$ cat config.mk
export PLATFORM = sky130hd
export DESIGN_NAME = cpu_controller
export DESIGN_NICKNAME = d
export VERILOG_FILES = /design/src/rtl/cpu_controller.sv
export SDC_FILE = /design/constraint.sdc
export NUM_CORES = 1
export LEC_CHECK = 0
export BUFFER_PORTS_ARGS = -buffer_cell sky130_fd_sc_hd__clkbuf_2
export CAP_MARGIN = 0
export CORE_UTILIZATION = 45
export CTS_CLUSTER_DIAMETER = 50
export CTS_CLUSTER_SIZE = 24
export DETAILED_ROUTE_END_ITERATION = 16
export PLACE_DENSITY = 0.83
export SLEW_MARGIN = 15
export SYNTH_ARGS = -nofsm -noshare
export SYNTH_HDL_FRONTEND = slang
export SYNTH_SLANG_ARGS = --single-unit
$ cat constraint.sdc
create_clock -name clk_i -period 1.61 [get_ports clk_i]
set_input_delay 0.483 -clock clk_i [delete_from_list [all_inputs] [get_ports clk_i]]
set_output_delay 0.483 -clock clk_i [all_outputs]
set_load 0.1 [all_outputs]
$ cat src/rtl/cpu_controller.sv
`timescale 1ns/1ps
`default_nettype none
// ============================================================================
//  Module   : cpu_controller
//  Purpose  : Moore FSM sequencing the 16-bit RISC datapath (fetch, PC update,
//             decode, execute). MEM_WAIT adds memory wait cycles; define
//             CPU_BRANCH_EN to enable the conditional branch instruction.
//  Revision : 1.0 - initial release
// ============================================================================
module cpu_controller #(
    parameter int unsigned MEM_WAIT = 0
) (
    input  logic       clk_i,
    input  logic       reset_i,
    input  logic [2:0] opcode_i,
    input  logic [1:0] op_i,
    input  logic [2:0] cond_i,
    input  logic [2:0] status_i,
    output logic [2:0] nsel_o,
    output logic [1:0] vsel_o,
    output logic       loada_o,
    output logic       loadb_o,
    output logic       loadc_o,
    output logic       loads_o,
    output logic       write_o,
    output logic       asel_o,
    output logic       bsel_o,
    output logic       load_ir_o,
    output logic       load_pc_o,
    output logic       reset_pc_o,
    output logic       addr_sel_o,
    output logic       load_addr_o,
    output logic       pc_sel_o,
    output logic [1:0] mem_cmd_o,
    output logic       halted_o
);

    localparam logic [2:0] WAIT_MAX  = 3'(MEM_WAIT);
    localparam logic [2:0] NSEL_RN   = 3'b100;
    localparam logic [2:0] NSEL_RD   = 3'b010;
    localparam logic [2:0] NSEL_RM   = 3'b001;
    localparam logic [1:0] MEM_READ  = 2'b01;
    localparam logic [1:0] MEM_WRITE = 2'b10;

    typedef enum logic [4:0] {
        S_RST, S_IF1, S_IF2, S_UPD, S_DEC, S_WR_IMM, S_GET_A, S_GET_B,
        S_ALU, S_ALU_MOV, S_WR_RD, S_CMP, S_ADDR, S_LD_ADDR, S_LD_MEM1,
        S_LD_MEM2, S_ST_B, S_ST_PASS, S_ST_MEM, S_HALT, S_BR, S_BR_TK, S_BR_NT
    } state_t;

    state_t     state_q, state_d;
    logic [2:0] cnt_q, cnt_d;
    logic       br_taken;

`ifdef CPU_BRANCH_EN
    // status is {Z,V,N}; signed less-than is N != V
    always_comb begin
        br_taken = 1'b0;
        case (cond_i)
            3'b000:  br_taken = 1'b1;
            3'b001:  br_taken = status_i[2];
            3'b010:  br_taken = !status_i[2];
            3'b011:  br_taken = status_i[0] ^ status_i[1];
            3'b100:  br_taken = (status_i[0] ^ status_i[1]) | status_i[2];
            default: br_taken = 1'b0;
        endcase
    end
`else
    logic unused_branch_inputs;
    assign unused_branch_inputs = ^{cond_i, status_i};
    assign br_taken = 1'b0;
`endif

    always_ff @(posedge clk_i) begin
        if (reset_i) begin
            state_q <= S_RST;
            cnt_q   <= '0;
        end else begin
            state_q <= state_d;
            cnt_q   <= cnt_d;
        end
    end

    always_comb begin
        state_d = state_q;
        case (state_q)
            S_RST: state_d = S_IF1;
            S_IF1: if (cnt_q == WAIT_MAX) state_d = S_IF2;
            S_IF2: state_d = S_UPD;
            S_UPD: state_d = S_DEC;
            S_DEC: begin
                case ({opcode_i, op_i})
                    5'b110_10:            state_d = S_WR_IMM;
                    5'b110_00, 5'b101_11: state_d = S_GET_B;
                    5'b101_00, 5'b101_10, 5'b101_01,
                    5'b011_00, 5'b100_00: state_d = S_GET_A;
                    5'b111_00:            state_d = S_HALT;
`ifdef CPU_BRANCH_EN
                    5'b001_00:            state_d = S_BR;
`endif
                    default:              state_d = S_IF1;
                endcase
            end
            // IR is stable after IF2, so later dispatch can re-read opcode/op
            S_GET_A:   state_d = (opcode_i == 3'b101) ? S_GET_B : S_ADDR;
            S_GET_B: begin
                if ({opcode_i, op_i} == 5'b110_00)      state_d = S_ALU_MOV;
                else if ({opcode_i, op_i} == 5'b101_01) state_d = S_CMP;
                else                                    state_d = S_ALU;
            end
            S_ALU, S_ALU_MOV:           state_d = S_WR_RD;
            S_WR_RD, S_WR_IMM, S_CMP:   state_d = S_IF1;
            S_ADDR:    state_d = S_LD_ADDR;
            S_LD_ADDR: state_d = (opcode_i == 3'b011) ? S_LD_MEM1 : S_ST_B;
            S_LD_MEM1: if (cnt_q == WAIT_MAX) state_d = S_LD_MEM2;
            S_LD_MEM2: state_d = S_IF1;
            S_ST_B:    state_d = S_ST_PASS;
            S_ST_PASS: state_d = S_ST_MEM;
            S_ST_MEM:  state_d = S_IF1;
            S_HALT:    state_d = S_HALT;
            S_BR:      state_d = br_taken ? S_BR_TK : S_BR_NT;
            S_BR_TK, S_BR_NT: state_d = S_IF1;
            default:   state_d = S_RST;
        endcase
    end

    // Wait counter runs only while a wait state holds; any transition clears it
    always_comb begin
        cnt_d = '0;
        if ((state_q == S_IF1 || state_q == S_LD_MEM1) && state_d == state_q
            && cnt_q != WAIT_MAX) begin
            cnt_d = cnt_q + 3'd1;
        end
    end

    always_comb begin
        nsel_o      = '0;
        vsel_o      = '0;
        loada_o     = 1'b0;
        loadb_o     = 1'b0;
        loadc_o     = 1'b0;
        loads_o     = 1'b0;
        write_o     = 1'b0;
        asel_o      = 1'b0;
        bsel_o      = 1'b0;
        load_ir_o   = 1'b0;
        load_pc_o   = 1'b0;
        reset_pc_o  = 1'b0;
        addr_sel_o  = 1'b0;
        load_addr_o = 1'b0;
        pc_sel_o    = 1'b0;
        mem_cmd_o   = '0;
        halted_o    = 1'b0;
        case (state_q)
            S_RST:     begin reset_pc_o = 1'b1; load_pc_o = 1'b1; end
            S_IF1:     begin addr_sel_o = 1'b1; mem_cmd_o = MEM_READ; end
            S_IF2:     begin addr_sel_o = 1'b1; mem_cmd_o = MEM_READ; load_ir_o = 1'b1; end
            S_UPD:     load_pc_o = 1'b1;
            S_WR_IMM:  begin nsel_o = NSEL_RN; vsel_o = 2'b10; write_o = 1'b1; end
            S_GET_A:   begin nsel_o = NSEL_RN; loada_o = 1'b1; end
            S_GET_B:   begin nsel_o = NSEL_RM; loadb_o = 1'b1; end
            S_ALU:     loadc_o = 1'b1;
            S_ALU_MOV: begin loadc_o = 1'b1; asel_o = 1'b1; end
            S_WR_RD:   begin nsel_o = NSEL_RD; write_o = 1'b1; end
            S_CMP:     loads_o = 1'b1;
            S_ADDR:    begin bsel_o = 1'b1; loadc_o = 1'b1; end
            S_LD_ADDR: load_addr_o = 1'b1;
            S_LD_MEM1: mem_cmd_o = MEM_READ;
            S_LD_MEM2: begin
                mem_cmd_o = MEM_READ;
                nsel_o    = NSEL_RD;
                vsel_o    = 2'b01;
                write_o   = 1'b1;
            end
            S_ST_B:    begin nsel_o = NSEL_RD; loadb_o = 1'b1; end
            S_ST_PASS: begin asel_o = 1'b1; loadc_o = 1'b1; end
            S_ST_MEM:  mem_cmd_o = MEM_WRITE;
            S_HALT:    halted_o = 1'b1;
`ifdef CPU_BRANCH_EN
            S_BR_TK:   begin pc_sel_o = 1'b1; load_pc_o = 1'b1; end
`endif
            default: ;
        endcase
    end

endmodule
`default_nettype wire

==> impl_metrics.tcl, run 1 <==
set metrics [dict create \
    status "did not finish" \
    async_flop_share_pct 0 \
    ios 34 \
    start_util_pct 48.3 \
    synth_top_family_by_area "simple AND/OR/NAND/NOR gates" \
    clock_path_buffers 2 \
    fp.dieH_microns 47.9 \
    io_buffers 26 \
    root_buffer "clkbuf_4" \
    synthCells 145 \
    die_w_microns 47.9 \
    dpl-instance-area_sq_um 1870 \
    ys_ff_latch 8 \
    synthAdderAreaFrac_pct 3.83 \
    synth-compound-area-share_pct 27.7 \
    yosys.area_share.simple_pct 39.5 \
    ys.warnings.count 0 \
    muxShareOfSynthArea_pct 0 \
    gp_congestion 0.939 \
    synth_nets 160 \
    cts_setup_buffers 13 \
    synth_top_area_share_pct 16.9 \
    synth_cell_types 45 \
    synth_most_common_cell "nor2_1" \
    yosysTopAreaCell "dfxtp_1" \
    dpl.hpwl_microns 3960 \
    cts-buffers-inserted 3 \
    synth.top_cells.by_area "dfxtp_1 (17%), nor2_1 (7.5%), nand2_1 (6.7%)" \
    cts.sinks 8 \
    synth_commonest_cells "nor2_1 (19), nand2_1 (17), a21oi_1 (9)" \
    post_cts_resized 43 \
    ys_seq_area_share_pct 16.9 \
    ys.flop_type "dfxtp_1" \
    synthXorXnorAreaFrac_pct 1.85 \
    haltStage "clock tree synthesis" \
    rows 16 \
    hold_buffers 0 \
    syn-cell-area_sq_um 947 \
    synth-edff-count 0 \
    syn_area_per_cell_sq_um 6.53 \
    error "[ERROR DPL-0038] Utilization greater than 100%, impossible to legalize" \
    cts_max_level 1 \
]
[through the flow]
| stage | setup WS, ps | instances | util (%) |
|---|---|---|---|
| global placement | -136 | 225 | 95.2 |
| floorplan | -676 | 145 | - |
| detailed placement | -279 | 225 | 95.2 |
[cell families after synthesis]
family / after synthesis
xor gates and xnor gates: 2
adders and majority gates: 3
DFF: 8
buffers and inverters: 19
other: 1
AOI/OAI and AO/OA: 39
and+or+nand+nor: 73
==> run 2, diff against run 1 <==
Settings changed: CORE_AREA set to 2 2 63 65, CORE_UTILIZATION 45 to not set, CTS_CLUSTER_DIAMETER 50 to not set, CTS_CLUSTER_SIZE 24 to not set, DIE_AREA set to 0 0 65 67, PLACE_DENSITY 0.83 to not set, PLACE_DENSITY_LB_ADDON set to 0.15.
==> run 2 against run 1 <==
Effect of this change: the flow now finishes, with violations (negative setup slack); synthesized area unchanged; synthesized cell count unchanged.
==> impl_metrics.tcl, run 2 <==
set metrics [dict create \
    grt.total_usage_pct 18.0 \
    fmax_ghz 0.508 \
    final_cell_mix "buf_4 (47), buf_12 (22), nand2_1 (14)" \
    ir_drop_mv 0.502 \
    fp.dieH_microns 67 \
    fin_nets 238 \
    route.detailed.drc 0 \
    rows 22 \
    area_growth_pct 136 \
    grt_pass1_wl_microns 6040 \
    synth_nets 160 \
    ys_ff_latch 8 \
    dieArea_sq_um 4360 \
    busiest_layer "met2" \
    p_int_mw 0.921 \
    via_count 1341 \
    cts_max_level 1 \
    worst_slack_ps -358 \
    setup.worst_path.end_class "output pin" \
    p_clk_share_pct 14.7 \
    hold_viol_final 0 \
    ys.flop_type "dfxtp_1" \
    clock_latency_ps 230 \
    final.period_utilization_pct 122 \
    use_met1_pct 21.7 \
    hold_buffers 0 \
    regMostFlops "state_q" \
    synthCells 145 \
    core_area_sq_um 3610 \
    synth_top_area_share_pct 16.9 \
    layout_commonest_cell "buf_4" \
    powerDensity_nw_per_um2 763 \
    grt_use_met2_pct 32.1 \
    violations "negative setup slack" \
    die_w_microns 65 \
    path_clk_slew_ps 40 \
    finalWorstPathRequiredPeriod_ps 1970 \
    fillers 298 \
    critPathArrivalTime_ps 1490 \
    drive_gt1_share_pct 62.0 \
    setup_violations 21 \
    cap_violations 0 \
    slew_violations 0 \
    diodes 0 \
    ys_seq_area_share_pct 16.9 \
    critPathLaunchType "register" \
    worstReg2RegStart "state_q[3]$_SDFF_PP0_" \
    syn-cell-area_sq_um 947 \
    critical_path.max_fanout 5 \
    p_leak_nw 0.866 \
    overflow 0 \
    drt-vias-per-instance 4.99 \
    cts_tree "done" \
    min_path_cells 1 \
    clock_path_buffers 2 \
    root_buffer "clkbuf_8" \
    antenna_found_initial 0 \
    postRouteAntennaNets 0 \
    final_area_sq_um 2230 \
    synth.top_cells.by_area "dfxtp_1 (17%), nor2_1 (7.5%), nand2_1 (6.7%)" \
    r2r_cells 8 \
    synth_commonest_cells "nor2_1 (19), nand2_1 (17), a21oi_1 (9)" \
    largestRegisters "state_q: 5 flops, cnt_q: 3 flops" \
    initialDrtViolationCount 50 \
    min_from "cnt_q[0]$_SDFF_PP0_" \
    worstReg2RegEnd "state_q[0]$_SDFF_PP0_" \
    syn_area_per_cell_sq_um 6.53 \
    regToRegSetupSlack_ps -30 \
    hold_path_class "register to register" \
    ios 34 \
    start_util_pct 26.3 \
    cts.sinks 8 \
    synth-edff-count 0 \
    grt_pass1_vias 1290 \
    whs_endpoint "cnt_q[0]$_SDFF_PP0_" \
    cts-buffers-inserted 3 \
    synth_most_common_cell "nor2_1" \
    ys.warnings.count 0 \
    async_flop_share_pct 0 \
    grt_max_degree 10 \
    grtUsageMet3_pct 2.53 \
    status "complete, but fails checks" \
    swShare_pct 46.0 \
    netSwitchingPower_mw 0.783 \
    tns_ps -5020 \
    gp_congestion 0.851 \
    wirelength_microns 3610 \
    synth_cell_types 45 \
    dpl-instance-area_sq_um 1970 \
    critical_path_class "register to output pin" \
    io_buffers 26 \
    largest_reg_flops 5 \
    yosysTopAreaCell "dfxtp_1" \
    p_seq_share_pct 14.2 \
    rsz0062_at_grt "yes" \
    wire_per_inst_microns 13.4 \
    first_pass_iters 5 \
    pwr-share-comb_pct 71.1 \
    dpl.hpwl_microns 2810 \
    p_total_mw 1.70 \
    fin_skew_ps 2.50 \
    pre_cts_slack_ps -118 \
    required_ps 1130 \
]
==> run 2: cell counts after synthesis <==
Identical to the previous run, type by type.
==> run 2: power groups by stage <==
stage / combinational [mW] / sequential, mW / clock (mW)
detailed placement: 1.06 / 0.250 / 0
global placement: 1.05 / 0.252 / 0
global route: 1.27 / 0.246 / 0.267
floorplan: 0.669 / 0.227 / 0
finish: 1.21 / 0.242 / 0.250
CTS: 1.16 / 0.241 / 0.248
==> run 2: worst max-delay path: stages, from the launching register on <==
cell	delay, ps
dfxtp_2	330
or3_4	440
a21oi_4	150
o21bai_4	140
buf_12	180
==> run 2: cell type report <==
class,count,area [sq um],share of cell area [%]
inverter,9,40.0,1.79
multi-input combinational,118,1010,45.0
sequential,8,174,7.78
tap,48,60.1,2.69
clock buffer,3,41.3,1.85
timing repair buffer,83,913,40.9
==> run 2: cells by family (layout without fill, tap and decap cells) <==
| kind of cell | after synthesis | in the layout | share of synthesized area [%] |
|---|---|---|---|
| AO/OA/AOI/OAI | 39 | 39 | 27.7 |
| AND/OR/NAND/NOR | 73 | 73 | 39.5 |
| XOR/XNOR | 2 | 2 | 1.85 |
| other | 1 | 1 | 0.396 |
| flip-flops | 8 | 8 | 16.9 |
| buffers and inverters | 19 | 95 | 9.78 |
| adder cells (fa/ha/maj) | 3 | 3 | 3.83 |
==> run 2: metal layers <==
metal / wire, microns / part of all wire [%]
met3: 171 / 4.7
met2: 1800 / 50
met5: 0 / 0
met1: 1540 / 43
met4: 91 / 2.5
==> run 2: how the worst max path moves through the flow <==
stage                     slack (ps)            to             startpoint  cells after the start
final                           -360  mem_cmd_o[0]  state_q[3]$_SDFF_PP0_                      4
after global routing            -400  mem_cmd_o[0]  state_q[3]$_SDFF_PP0_                      4
after CTS                       -350  mem_cmd_o[0]  state_q[3]$_SDFF_PP0_                      4
after detailed placement        -120       loadb_o  state_q[2]$_SDFF_PP0_                      5
after global placement          -100       write_o  state_q[0]$_SDFF_PP0_                      4
after floorplan                 -680  mem_cmd_o[0]  state_q[3]$_SDFF_PP0_                      3
==> run 2: metrics by stage <==
stage / std cells / util [%] / hold WS, ps
2_1_floorplan: 145 / - / 417
3_3_place_gp: 254 / 54.5 / 432
3_5_place_dp: 254 / 54.5 / 453
4_1_cts: 265 / 59.5 / 458
5_1_grt: 269 / 62.0 / 499
6_report: 269 / 62.0 / 462
==> run 2: timing repair <==
| action | 4_1_cts | 5_1_grt |
|---|---|---|
| endpoints found under the setup margin | 20 | 22 |
| resized for setup | 19 | 14 |
| hold endpoints to repair | 0 | 0 |
| pin swaps | 11 | 8 |
| buffers inserted | 8 | 4 |
(Power assumes the default switching activity.)
